[src/rtl/secuenciador_ram_alu_pkg.sv]
// -----------------------------------------------------------------------------
// secuenciador_ram_alu_pkg
//   Shared definitions for the RAM -> Banco -> ALU sequencer:
//   - default data/address/opcode widths
//   - FSM state encoding (4-bit, IDLE..FIN)
//   - ALU opcode constants understood by the external ALU
// -----------------------------------------------------------------------------
package secuenciador_ram_alu_pkg;

  localparam int ANCHO_DATO_DEF = 32;
  localparam int ANCHO_DIR_DEF  = 5;
  localparam int ANCHO_OP_DEF   = 3;

  // One state per cycle of the transfer; FIN is the single-cycle done state.
  typedef enum logic [3:0] {
    IDLE    = 4'd0,
    LEE_A   = 4'd1,
    ESC_A   = 4'd2,
    LEE_B   = 4'd3,
    ESC_B   = 4'd4,
    LEE_BR  = 4'd5,
    OPERA   = 4'd6,
    ESC_RES = 4'd7,
    FIN     = 4'd8
  } estado_t;

  localparam logic [2:0] OP_AND   = 3'b000;
  localparam logic [2:0] OP_SUMA  = 3'b010;
  localparam logic [2:0] OP_RESTA = 3'b110;

endpackage

[src/rtl/secuenciador_ram_alu_if.sv]
// -----------------------------------------------------------------------------
// secuenciador_ram_alu_if
//   Bundles every non-clock signal of the sequencer:
//   - request:   inicio, DirA, DirB, DirRes, RegA, RegB, OpSel
//   - RAM:       DirRam, DatosE, WE (out) / DatosS (in, combinational read)
//   - Banco:     DL1, DL2, DE, Dato, WE_BR (out) / op1, op2 (in, combinational)
//   - ALU:       Ope1, Ope2, AluOp (out) / Resultado (in)
//   - status:    ocupado, listo, res_out
//   master = the sequencer, slave = the environment (RAM, Banco, ALU, requester).
// -----------------------------------------------------------------------------
interface secuenciador_ram_alu_if
  import secuenciador_ram_alu_pkg::*;
#(
  parameter int ANCHO_DATO = ANCHO_DATO_DEF,
  parameter int ANCHO_DIR  = ANCHO_DIR_DEF,
  parameter int ANCHO_OP   = ANCHO_OP_DEF
);

  // request
  logic                  inicio;
  logic [ANCHO_DIR-1:0]  DirA;
  logic [ANCHO_DIR-1:0]  DirB;
  logic [ANCHO_DIR-1:0]  DirRes;
  logic [ANCHO_DIR-1:0]  RegA;
  logic [ANCHO_DIR-1:0]  RegB;
  logic [ANCHO_OP-1:0]   OpSel;
  // RAM
  logic [ANCHO_DIR-1:0]  DirRam;
  logic [ANCHO_DATO-1:0] DatosE;
  logic                  WE;
  logic [ANCHO_DATO-1:0] DatosS;
  // Banco
  logic [ANCHO_DIR-1:0]  DL1;
  logic [ANCHO_DIR-1:0]  DL2;
  logic [ANCHO_DATO-1:0] op1;
  logic [ANCHO_DATO-1:0] op2;
  logic [ANCHO_DIR-1:0]  DE;
  logic [ANCHO_DATO-1:0] Dato;
  logic                  WE_BR;
  // ALU
  logic [ANCHO_DATO-1:0] Ope1;
  logic [ANCHO_DATO-1:0] Ope2;
  logic [ANCHO_OP-1:0]   AluOp;
  logic [ANCHO_DATO-1:0] Resultado;
  // status
  logic                  ocupado;
  logic                  listo;
  logic [ANCHO_DATO-1:0] res_out;

  modport master (
    input  inicio, DirA, DirB, DirRes, RegA, RegB, OpSel,
    input  DatosS, op1, op2, Resultado,
    output DirRam, DatosE, WE,
    output DL1, DL2, DE, Dato, WE_BR,
    output Ope1, Ope2, AluOp,
    output ocupado, listo, res_out
  );

  modport slave (
    output inicio, DirA, DirB, DirRes, RegA, RegB, OpSel,
    output DatosS, op1, op2, Resultado,
    input  DirRam, DatosE, WE,
    input  DL1, DL2, DE, Dato, WE_BR,
    input  Ope1, Ope2, AluOp,
    input  ocupado, listo, res_out
  );

endinterface

[src/rtl/secuenciador_ram_alu.sv]
// -----------------------------------------------------------------------------
// secuenciador_ram_alu
//   On one inicio pulse (sampled in IDLE) reads operand A and B from RAM,
//   stores them in the register bank, reads both back, drives the ALU and
//   writes the result to RAM. One state per cycle:
//     IDLE -> LEE_A -> ESC_A -> LEE_B -> ESC_B -> LEE_BR -> OPERA -> ESC_RES -> FIN
//   Ports:
//     clk  - single clock, rising edge
//     rst  - synchronous, active-high reset
//     bus  - secuenciador_ram_alu_if.master (request, RAM, Banco, ALU, status)
//   All outputs are either registers or decoded from the state register.
// -----------------------------------------------------------------------------
module secuenciador_ram_alu
  import secuenciador_ram_alu_pkg::*;
#(
  parameter int ANCHO_DATO = ANCHO_DATO_DEF,
  parameter int ANCHO_DIR  = ANCHO_DIR_DEF,
  parameter int ANCHO_OP   = ANCHO_OP_DEF
) (
  input  logic                   clk,
  input  logic                   rst,
  secuenciador_ram_alu_if.master bus
);

  estado_t state_q, state_d;

  // request fields latched on acceptance; inputs are ignored afterwards
  logic [ANCHO_DIR-1:0]  dir_a_q,   dir_a_d;
  logic [ANCHO_DIR-1:0]  dir_b_q,   dir_b_d;
  logic [ANCHO_DIR-1:0]  dir_res_q, dir_res_d;
  logic [ANCHO_DIR-1:0]  reg_a_q,   reg_a_d;
  logic [ANCHO_DIR-1:0]  reg_b_q,   reg_b_d;
  logic [ANCHO_OP-1:0]   op_sel_q,  op_sel_d;

  // datapath registers
  logic [ANCHO_DATO-1:0] tmp_q,  tmp_d;
  logic [ANCHO_DATO-1:0] ope1_q, ope1_d;
  logic [ANCHO_DATO-1:0] ope2_q, ope2_d;
  logic [ANCHO_DATO-1:0] res_q,  res_d;

  // ---------------------------------------------------------------------------
  // next-state and register updates
  // ---------------------------------------------------------------------------
  always_comb begin
    state_d   = state_q;
    dir_a_d   = dir_a_q;
    dir_b_d   = dir_b_q;
    dir_res_d = dir_res_q;
    reg_a_d   = reg_a_q;
    reg_b_d   = reg_b_q;
    op_sel_d  = op_sel_q;
    tmp_d     = tmp_q;
    ope1_d    = ope1_q;
    ope2_d    = ope2_q;
    res_d     = res_q;

    unique case (state_q)
      IDLE: begin
        if (bus.inicio) begin
          dir_a_d   = bus.DirA;
          dir_b_d   = bus.DirB;
          dir_res_d = bus.DirRes;
          reg_a_d   = bus.RegA;
          reg_b_d   = bus.RegB;
          op_sel_d  = bus.OpSel;
          state_d   = LEE_A;
        end
      end
      LEE_A: begin
        tmp_d   = bus.DatosS;
        state_d = ESC_A;
      end
      ESC_A:   state_d = LEE_B;
      LEE_B: begin
        tmp_d   = bus.DatosS;
        state_d = ESC_B;
      end
      ESC_B:   state_d = LEE_BR;
      LEE_BR: begin
        ope1_d  = bus.op1;
        ope2_d  = bus.op2;
        state_d = OPERA;
      end
      OPERA: begin
        res_d   = bus.Resultado;
        state_d = ESC_RES;
      end
      ESC_RES: state_d = FIN;
      FIN:     state_d = IDLE;
      default: state_d = IDLE;
    endcase
  end

  always_ff @(posedge clk) begin
    if (rst) begin
      state_q   <= IDLE;
      dir_a_q   <= '0;
      dir_b_q   <= '0;
      dir_res_q <= '0;
      reg_a_q   <= '0;
      reg_b_q   <= '0;
      op_sel_q  <= '0;
      tmp_q     <= '0;
      ope1_q    <= '0;
      ope2_q    <= '0;
      res_q     <= '0;
    end else begin
      state_q   <= state_d;
      dir_a_q   <= dir_a_d;
      dir_b_q   <= dir_b_d;
      dir_res_q <= dir_res_d;
      reg_a_q   <= reg_a_d;
      reg_b_q   <= reg_b_d;
      op_sel_q  <= op_sel_d;
      tmp_q     <= tmp_d;
      ope1_q    <= ope1_d;
      ope2_q    <= ope2_d;
      res_q     <= res_d;
    end
  end

  // ---------------------------------------------------------------------------
  // outputs decoded from the state register
  // ---------------------------------------------------------------------------
  always_comb begin
    bus.DirRam = '0;
    bus.DatosE = '0;
    bus.WE     = 1'b0;
    bus.DL1    = '0;
    bus.DL2    = '0;
    bus.DE     = '0;
    bus.Dato   = '0;
    bus.WE_BR  = 1'b0;

    unique case (state_q)
      LEE_A:   bus.DirRam = dir_a_q;
      LEE_B:   bus.DirRam = dir_b_q;
      ESC_A: begin
        bus.DE    = reg_a_q;
        bus.Dato  = tmp_q;
        bus.WE_BR = 1'b1;
      end
      ESC_B: begin
        bus.DE    = reg_b_q;
        bus.Dato  = tmp_q;
        bus.WE_BR = 1'b1;
      end
      LEE_BR: begin
        bus.DL1 = reg_a_q;
        bus.DL2 = reg_b_q;
      end
      ESC_RES: begin
        bus.DirRam = dir_res_q;
        bus.DatosE = res_q;
        bus.WE     = 1'b1;
      end
      default: ;
    endcase

    // A reset asserted in a write cycle must not let that write land on the
    // reset edge, so the enables are masked by rst.
    if (rst) begin
      bus.WE    = 1'b0;
      bus.WE_BR = 1'b0;
    end
  end

  assign bus.Ope1    = ope1_q;
  assign bus.Ope2    = ope2_q;
  assign bus.AluOp   = op_sel_q;
  assign bus.res_out = res_q;
  assign bus.ocupado = (state_q != IDLE);
  assign bus.listo   = (state_q == FIN);

endmodule
[src/flat_wrapper.sv]
// flat-port wrapper written by rule: the top's interface ports become plain ports
module secuenciador_ram_alu_flat import secuenciador_ram_alu_pkg::*;
#(
  parameter int ANCHO_DATO = ANCHO_DATO_DEF,
  parameter int ANCHO_DIR  = ANCHO_DIR_DEF,
  parameter int ANCHO_OP   = ANCHO_OP_DEF
)
  (clk, rst, bus_inicio, bus_DirA, bus_DirB, bus_DirRes, bus_RegA, bus_RegB, bus_OpSel, bus_DatosS, bus_op1, bus_op2, bus_Resultado, bus_DirRam, bus_DatosE, bus_WE, bus_DL1, bus_DL2, bus_DE, bus_Dato, bus_WE_BR, bus_Ope1, bus_Ope2, bus_AluOp, bus_ocupado, bus_listo, bus_res_out);
  secuenciador_ram_alu_if #(.ANCHO_DATO(ANCHO_DATO), .ANCHO_DIR(ANCHO_DIR), .ANCHO_OP(ANCHO_OP)) bus_i ();
  input  logic clk;
  input  logic rst;
  input wire logic [$bits(bus_i.inicio)-1:0] bus_inicio;
  input wire logic [$bits(bus_i.DirA)-1:0] bus_DirA;
  input wire logic [$bits(bus_i.DirB)-1:0] bus_DirB;
  input wire logic [$bits(bus_i.DirRes)-1:0] bus_DirRes;
  input wire logic [$bits(bus_i.RegA)-1:0] bus_RegA;
  input wire logic [$bits(bus_i.RegB)-1:0] bus_RegB;
  input wire logic [$bits(bus_i.OpSel)-1:0] bus_OpSel;
  input wire logic [$bits(bus_i.DatosS)-1:0] bus_DatosS;
  input wire logic [$bits(bus_i.op1)-1:0] bus_op1;
  input wire logic [$bits(bus_i.op2)-1:0] bus_op2;
  input wire logic [$bits(bus_i.Resultado)-1:0] bus_Resultado;
  output wire logic [$bits(bus_i.DirRam)-1:0] bus_DirRam;
  output wire logic [$bits(bus_i.DatosE)-1:0] bus_DatosE;
  output wire logic [$bits(bus_i.WE)-1:0] bus_WE;
  output wire logic [$bits(bus_i.DL1)-1:0] bus_DL1;
  output wire logic [$bits(bus_i.DL2)-1:0] bus_DL2;
  output wire logic [$bits(bus_i.DE)-1:0] bus_DE;
  output wire logic [$bits(bus_i.Dato)-1:0] bus_Dato;
  output wire logic [$bits(bus_i.WE_BR)-1:0] bus_WE_BR;
  output wire logic [$bits(bus_i.Ope1)-1:0] bus_Ope1;
  output wire logic [$bits(bus_i.Ope2)-1:0] bus_Ope2;
  output wire logic [$bits(bus_i.AluOp)-1:0] bus_AluOp;
  output wire logic [$bits(bus_i.ocupado)-1:0] bus_ocupado;
  output wire logic [$bits(bus_i.listo)-1:0] bus_listo;
  output wire logic [$bits(bus_i.res_out)-1:0] bus_res_out;
  assign bus_i.inicio = bus_inicio;
  assign bus_i.DirA = bus_DirA;
  assign bus_i.DirB = bus_DirB;
  assign bus_i.DirRes = bus_DirRes;
  assign bus_i.RegA = bus_RegA;
  assign bus_i.RegB = bus_RegB;
  assign bus_i.OpSel = bus_OpSel;
  assign bus_i.DatosS = bus_DatosS;
  assign bus_i.op1 = bus_op1;
  assign bus_i.op2 = bus_op2;
  assign bus_i.Resultado = bus_Resultado;
  assign bus_DirRam = bus_i.DirRam;
  assign bus_DatosE = bus_i.DatosE;
  assign bus_WE = bus_i.WE;
  assign bus_DL1 = bus_i.DL1;
  assign bus_DL2 = bus_i.DL2;
  assign bus_DE = bus_i.DE;
  assign bus_Dato = bus_i.Dato;
  assign bus_WE_BR = bus_i.WE_BR;
  assign bus_Ope1 = bus_i.Ope1;
  assign bus_Ope2 = bus_i.Ope2;
  assign bus_AluOp = bus_i.AluOp;
  assign bus_ocupado = bus_i.ocupado;
  assign bus_listo = bus_i.listo;
  assign bus_res_out = bus_i.res_out;
  secuenciador_ram_alu #(.ANCHO_DATO(ANCHO_DATO), .ANCHO_DIR(ANCHO_DIR), .ANCHO_OP(ANCHO_OP)) u_core (.clk(clk), .rst(rst), .bus(bus_i));
endmodule
[config.mk]
export PLATFORM = sky130hd
export DESIGN_NAME = secuenciador_ram_alu_flat
export DESIGN_NICKNAME = d
export VERILOG_FILES = /design/src/rtl/secuenciador_ram_alu_pkg.sv /design/src/rtl/secuenciador_ram_alu_if.sv /design/src/rtl/secuenciador_ram_alu.sv /design/src/flat_wrapper.sv
export SDC_FILE = /design/constraint.sdc
export NUM_CORES = 1
export LEC_CHECK = 0
export CAP_MARGIN = 20
export CORE_ASPECT_RATIO = 0.75
export CORE_MARGIN = 2
export CORE_UTILIZATION = 39
export CTS_CLUSTER_DIAMETER = 60
export CTS_CLUSTER_SIZE = 8
export DETAILED_ROUTE_END_ITERATION = 10
export PLACE_DENSITY_LB_ADDON = 0.12
export SLEW_MARGIN = 20
export SYNTH_ARGS = -nofsm -noshare
export SYNTH_HDL_FRONTEND = slang
export SYNTH_SLANG_ARGS = --single-unit
[constraint.sdc]
create_clock -name clk -period 2.4 [get_ports clk]
set_input_delay 0.48 -clock clk [delete_from_list [all_inputs] [get_ports clk]]
set_output_delay 0.48 -clock clk [all_outputs]
set_load 0.03 [all_outputs]
==> results_dict.tcl <==
set metrics [dict create \
    cts_root_buffer "clkbuf_16" \
    fin_cells 1391 \
    yosys.cell_types.count 29 \
    seqPwrFrac_pct 42.8 \
    syn_nets 1007 \
    p_total_mw 6.69 \
    place_inst 1350 \
    slew_viol_final 0 \
    netlist_area_um2 6460 \
    switching_power_mw 1.70 \
    drive_gt1_share_pct 13.8 \
    synth_cells 848 \
    grt_first_pass_wirelength_mm 33.3 \
    die_area_um2 17600 \
    grt_pass1_vias 6099 \
    critPathSlowestCell "or2_2" \
    ys_ff_latch 160 \
    port_buffers 345 \
    core_um2 16100 \
    hp-class "in2reg" \
    die_y_um 116 \
    drtIter0Drc 457 \
    clockPowerShare_pct 41.7 \
    setup_viol 0 \
    drt_wl_total_mm 22.4 \
    cap_violations 0 \
    tightest_slew_ps 696 \
    cts_buffers 17 \
    area_growth_pct 65.0 \
    hold_slack_ps 295 \
    viasPerCell 4.85 \
    num_rows 40 \
    final_antenna_net_count 0 \
    cp_data_arrival_time_ps 1880 \
    antenna_found_initial 0 \
    wl_per_cell_um 16.1 \
    power_density_nw_per_um2 627 \
    critPathRequiredTime_ps 1920 \
    worstSetupPathType "reg2out" \
    grt_max_degree 106 \
    track_usage_pct 23.9 \
    seq_area_frac_synth_pct 49.5 \
    switching_share_pct 25.4 \
    synth_top_family_by_area "simple AND/OR/NAND/NOR gates" \
    nNetsFinal 1328 \
    cp_max_fo 10 \
    tns_ps 0 \
    synth.avg_cell_area_um2 7.62 \
    synth-compound-area-share_pct 15.8 \
    clkLatencyLatePin_ps 420 \
    power_frac_comb_pct 15.5 \
    clkSinkCount 160 \
    yosys.area_share.simple_pct 27.7 \
    p_leak_nw 4.12 \
    diodes 0 \
    fin_crit_sh_pct 98.5 \
    gp_congestion 0.817 \
    relSlewSlack_pct 53.6 \
    cpPeakStageDelay_ps 400 \
    rsz0062_at_grt "true" \
    run_status "finished, final reports clean" \
    die_w_um 153 \
    path_cells "or2_2, o21ba_2, and2_1, buf_4" \
    synth_xor_area_share_pct 0.271 \
    final_common_cell "nand2_1" \
    finalCriticalPeriod_ps 2360 \
    route.vias.total 6751 \
    clkTransAtPathRegs_ps 70 \
    internal-power_mw 4.99 \
    synthMuxAreaShare_pct 0 \
    cts_max_level 4 \
    dp_hpwl_mm 14.9 \
    crit_path_end_kind "output port" \
    ys_warn_count 0 \
    peakVddDrop_uv 458 \
    start_util_pct 40.1 \
    ios 346 \
    layout_common_cells "nand2_1, clkdlybuf4s50_1, a21oi_1, dfxtp_1, buf_4" \
    synthAdderAreaFrac_pct 0 \
    overflow 0 \
    first_pass_iters 5 \
    startpoint_type "register" \
    clock_skew_ps 11.3 \
    cts_max_path_buffers 2 \
    cts_tree "done" \
    hold_viol_final 0 \
    drc 0 \
    max_freq_mhz 423 \
]
## kinds of logic after synthesis
logic type | Yosys count
DFF | 160
AOI/OAI and AO/OA | 195
xor gates and xnor gates | 2
buffers and inverters | 106
and+or+nand+nor | 385
## state kept, by name (all words and copies together), names as in the netlist
register and cells:
u_core.dir_a_q 5, u_core.bus.Ope1 32, u_core.dir_res_q 5, u_core.tmp_q 32, u_core.bus.res_out 32, u_core.reg_b_q 5, u_core.bus.Ope2 32, u_core.reg_a_q 5
u_core.bus.AluOp 3, u_core.state_q 4, u_core.dir_b_q 5
## layer usage
metal	share of wire [%]	vias to the layer above	wire length, µm	global-route usage, %
met2	48	257	10800	40.0
met1	41	3081	9280	29.3
met3	8.1	31	1820	7.70
met4	2.1	0	471	8.89
met5	0	-	0	0
li1	-	3382	-	-
## final timing paths
path | from | to | slack, ps | cells after the start
max | u_core.state_q[0] | bus_Dato[26] | 40 | 4
min | rst | u_core.reg_b_q[0] | 300 | 2
max reg2reg | u_core.state_q[0] | u_core.bus.Ope1[4] | 520 | 5
min reg2reg | u_core.bus.Ope2[3] | u_core.bus.Ope2[3] | 450 | 2
## final cells by class
type                       count  area, µm²
inverter                      34        128
tap                          210        263
timing repair buffer         370       3510
clock buffer                  22        474
sequential                   160       3210
fill                        1403       5450
clock inverter                 9        133
multi-input combinational    586       2950
## cell usage after synthesis
| cell type | n | share of area, % |
|---|---|---|
| nor2_1 | 6 | 0.35 |
| nor3b_2 | 1 | 0.19 |
| xnor2_1 | 1 | 0.14 |
| o21ai_0 | 28 | 2.2 |
| and4b_1 | 1 | 0.15 |
| nand2_1 | 257 | 15 |
| nor4b_1 | 2 | 0.27 |
| xor2_1 | 1 | 0.14 |
| nor3_1 | 3 | 0.23 |
| buf_1 | 1 | 0.058 |
| and4bb_2 | 1 | 0.19 |
| o21ba_2 | 1 | 0.15 |
| nor2b_1 | 5 | 0.48 |
| buf_2 | 18 | 1.4 |
| dfxtp_1 | 160 | 50 |
| or4_4 | 1 | 0.17 |
| clkbuf_2 | 1 | 0.077 |
| clkbuf_1 | 49 | 2.8 |
| nand4bb_1 | 2 | 0.35 |
| inv_1 | 34 | 2.0 |
| or3_1 | 28 | 2.7 |
| and2_1 | 74 | 7.2 |
| or2_2 | 1 | 0.097 |
| a22oi_1 | 5 | 0.58 |
| nor4bb_1 | 2 | 0.31 |
| a222oi_1 | 5 | 0.77 |
| buf_4 | 3 | 0.35 |
| a21oi_1 | 156 | 12 |
| or3b_2 | 1 | 0.14 |
## power by group through the flow
| stage | registers, mW | logic (mW) | clock network [mW] |
|---|---|---|---|
| 6_report | 2.86 | 1.03 | 2.79 |
| 4_1_cts | 2.86 | 0.997 | 2.83 |
| 3_5_place_dp | 2.91 | 0.971 | 0 |
| 3_3_place_gp | 2.91 | 0.960 | 0 |
| 2_1_floorplan | 2.92 | 0.479 | 0 |
| 5_1_grt | 2.87 | 1.12 | 2.96 |
## through the flow
step / worst slack, ps / cell area (µm²) / utilization (%)
2_1_floorplan: 364 / 6460 / -
5_1_grt: -21.6 / 10700 / 66.2
4_1_cts: 3.39 / 10500 / 65.4
3_5_place_dp: 230 / 9880 / 61.3
6_report: 35.5 / 10700 / 66.2
3_3_place_gp: 309 / 9880 / 61.3
## critical path, delay by kind of cell (launching register included)
family	cells	cell delay, ps
compound gates	1	360
buf+inv	1	160
simple gates	2	560
flops	1	380
## timing repair
item,CTS,global route
pin swaps,2,3
resized for setup,12,20
hold buffers,0,0
setup buffers,0,6
cloned,2,2
setup endpoints to repair,73,39
(Power assumes the default switching activity.)
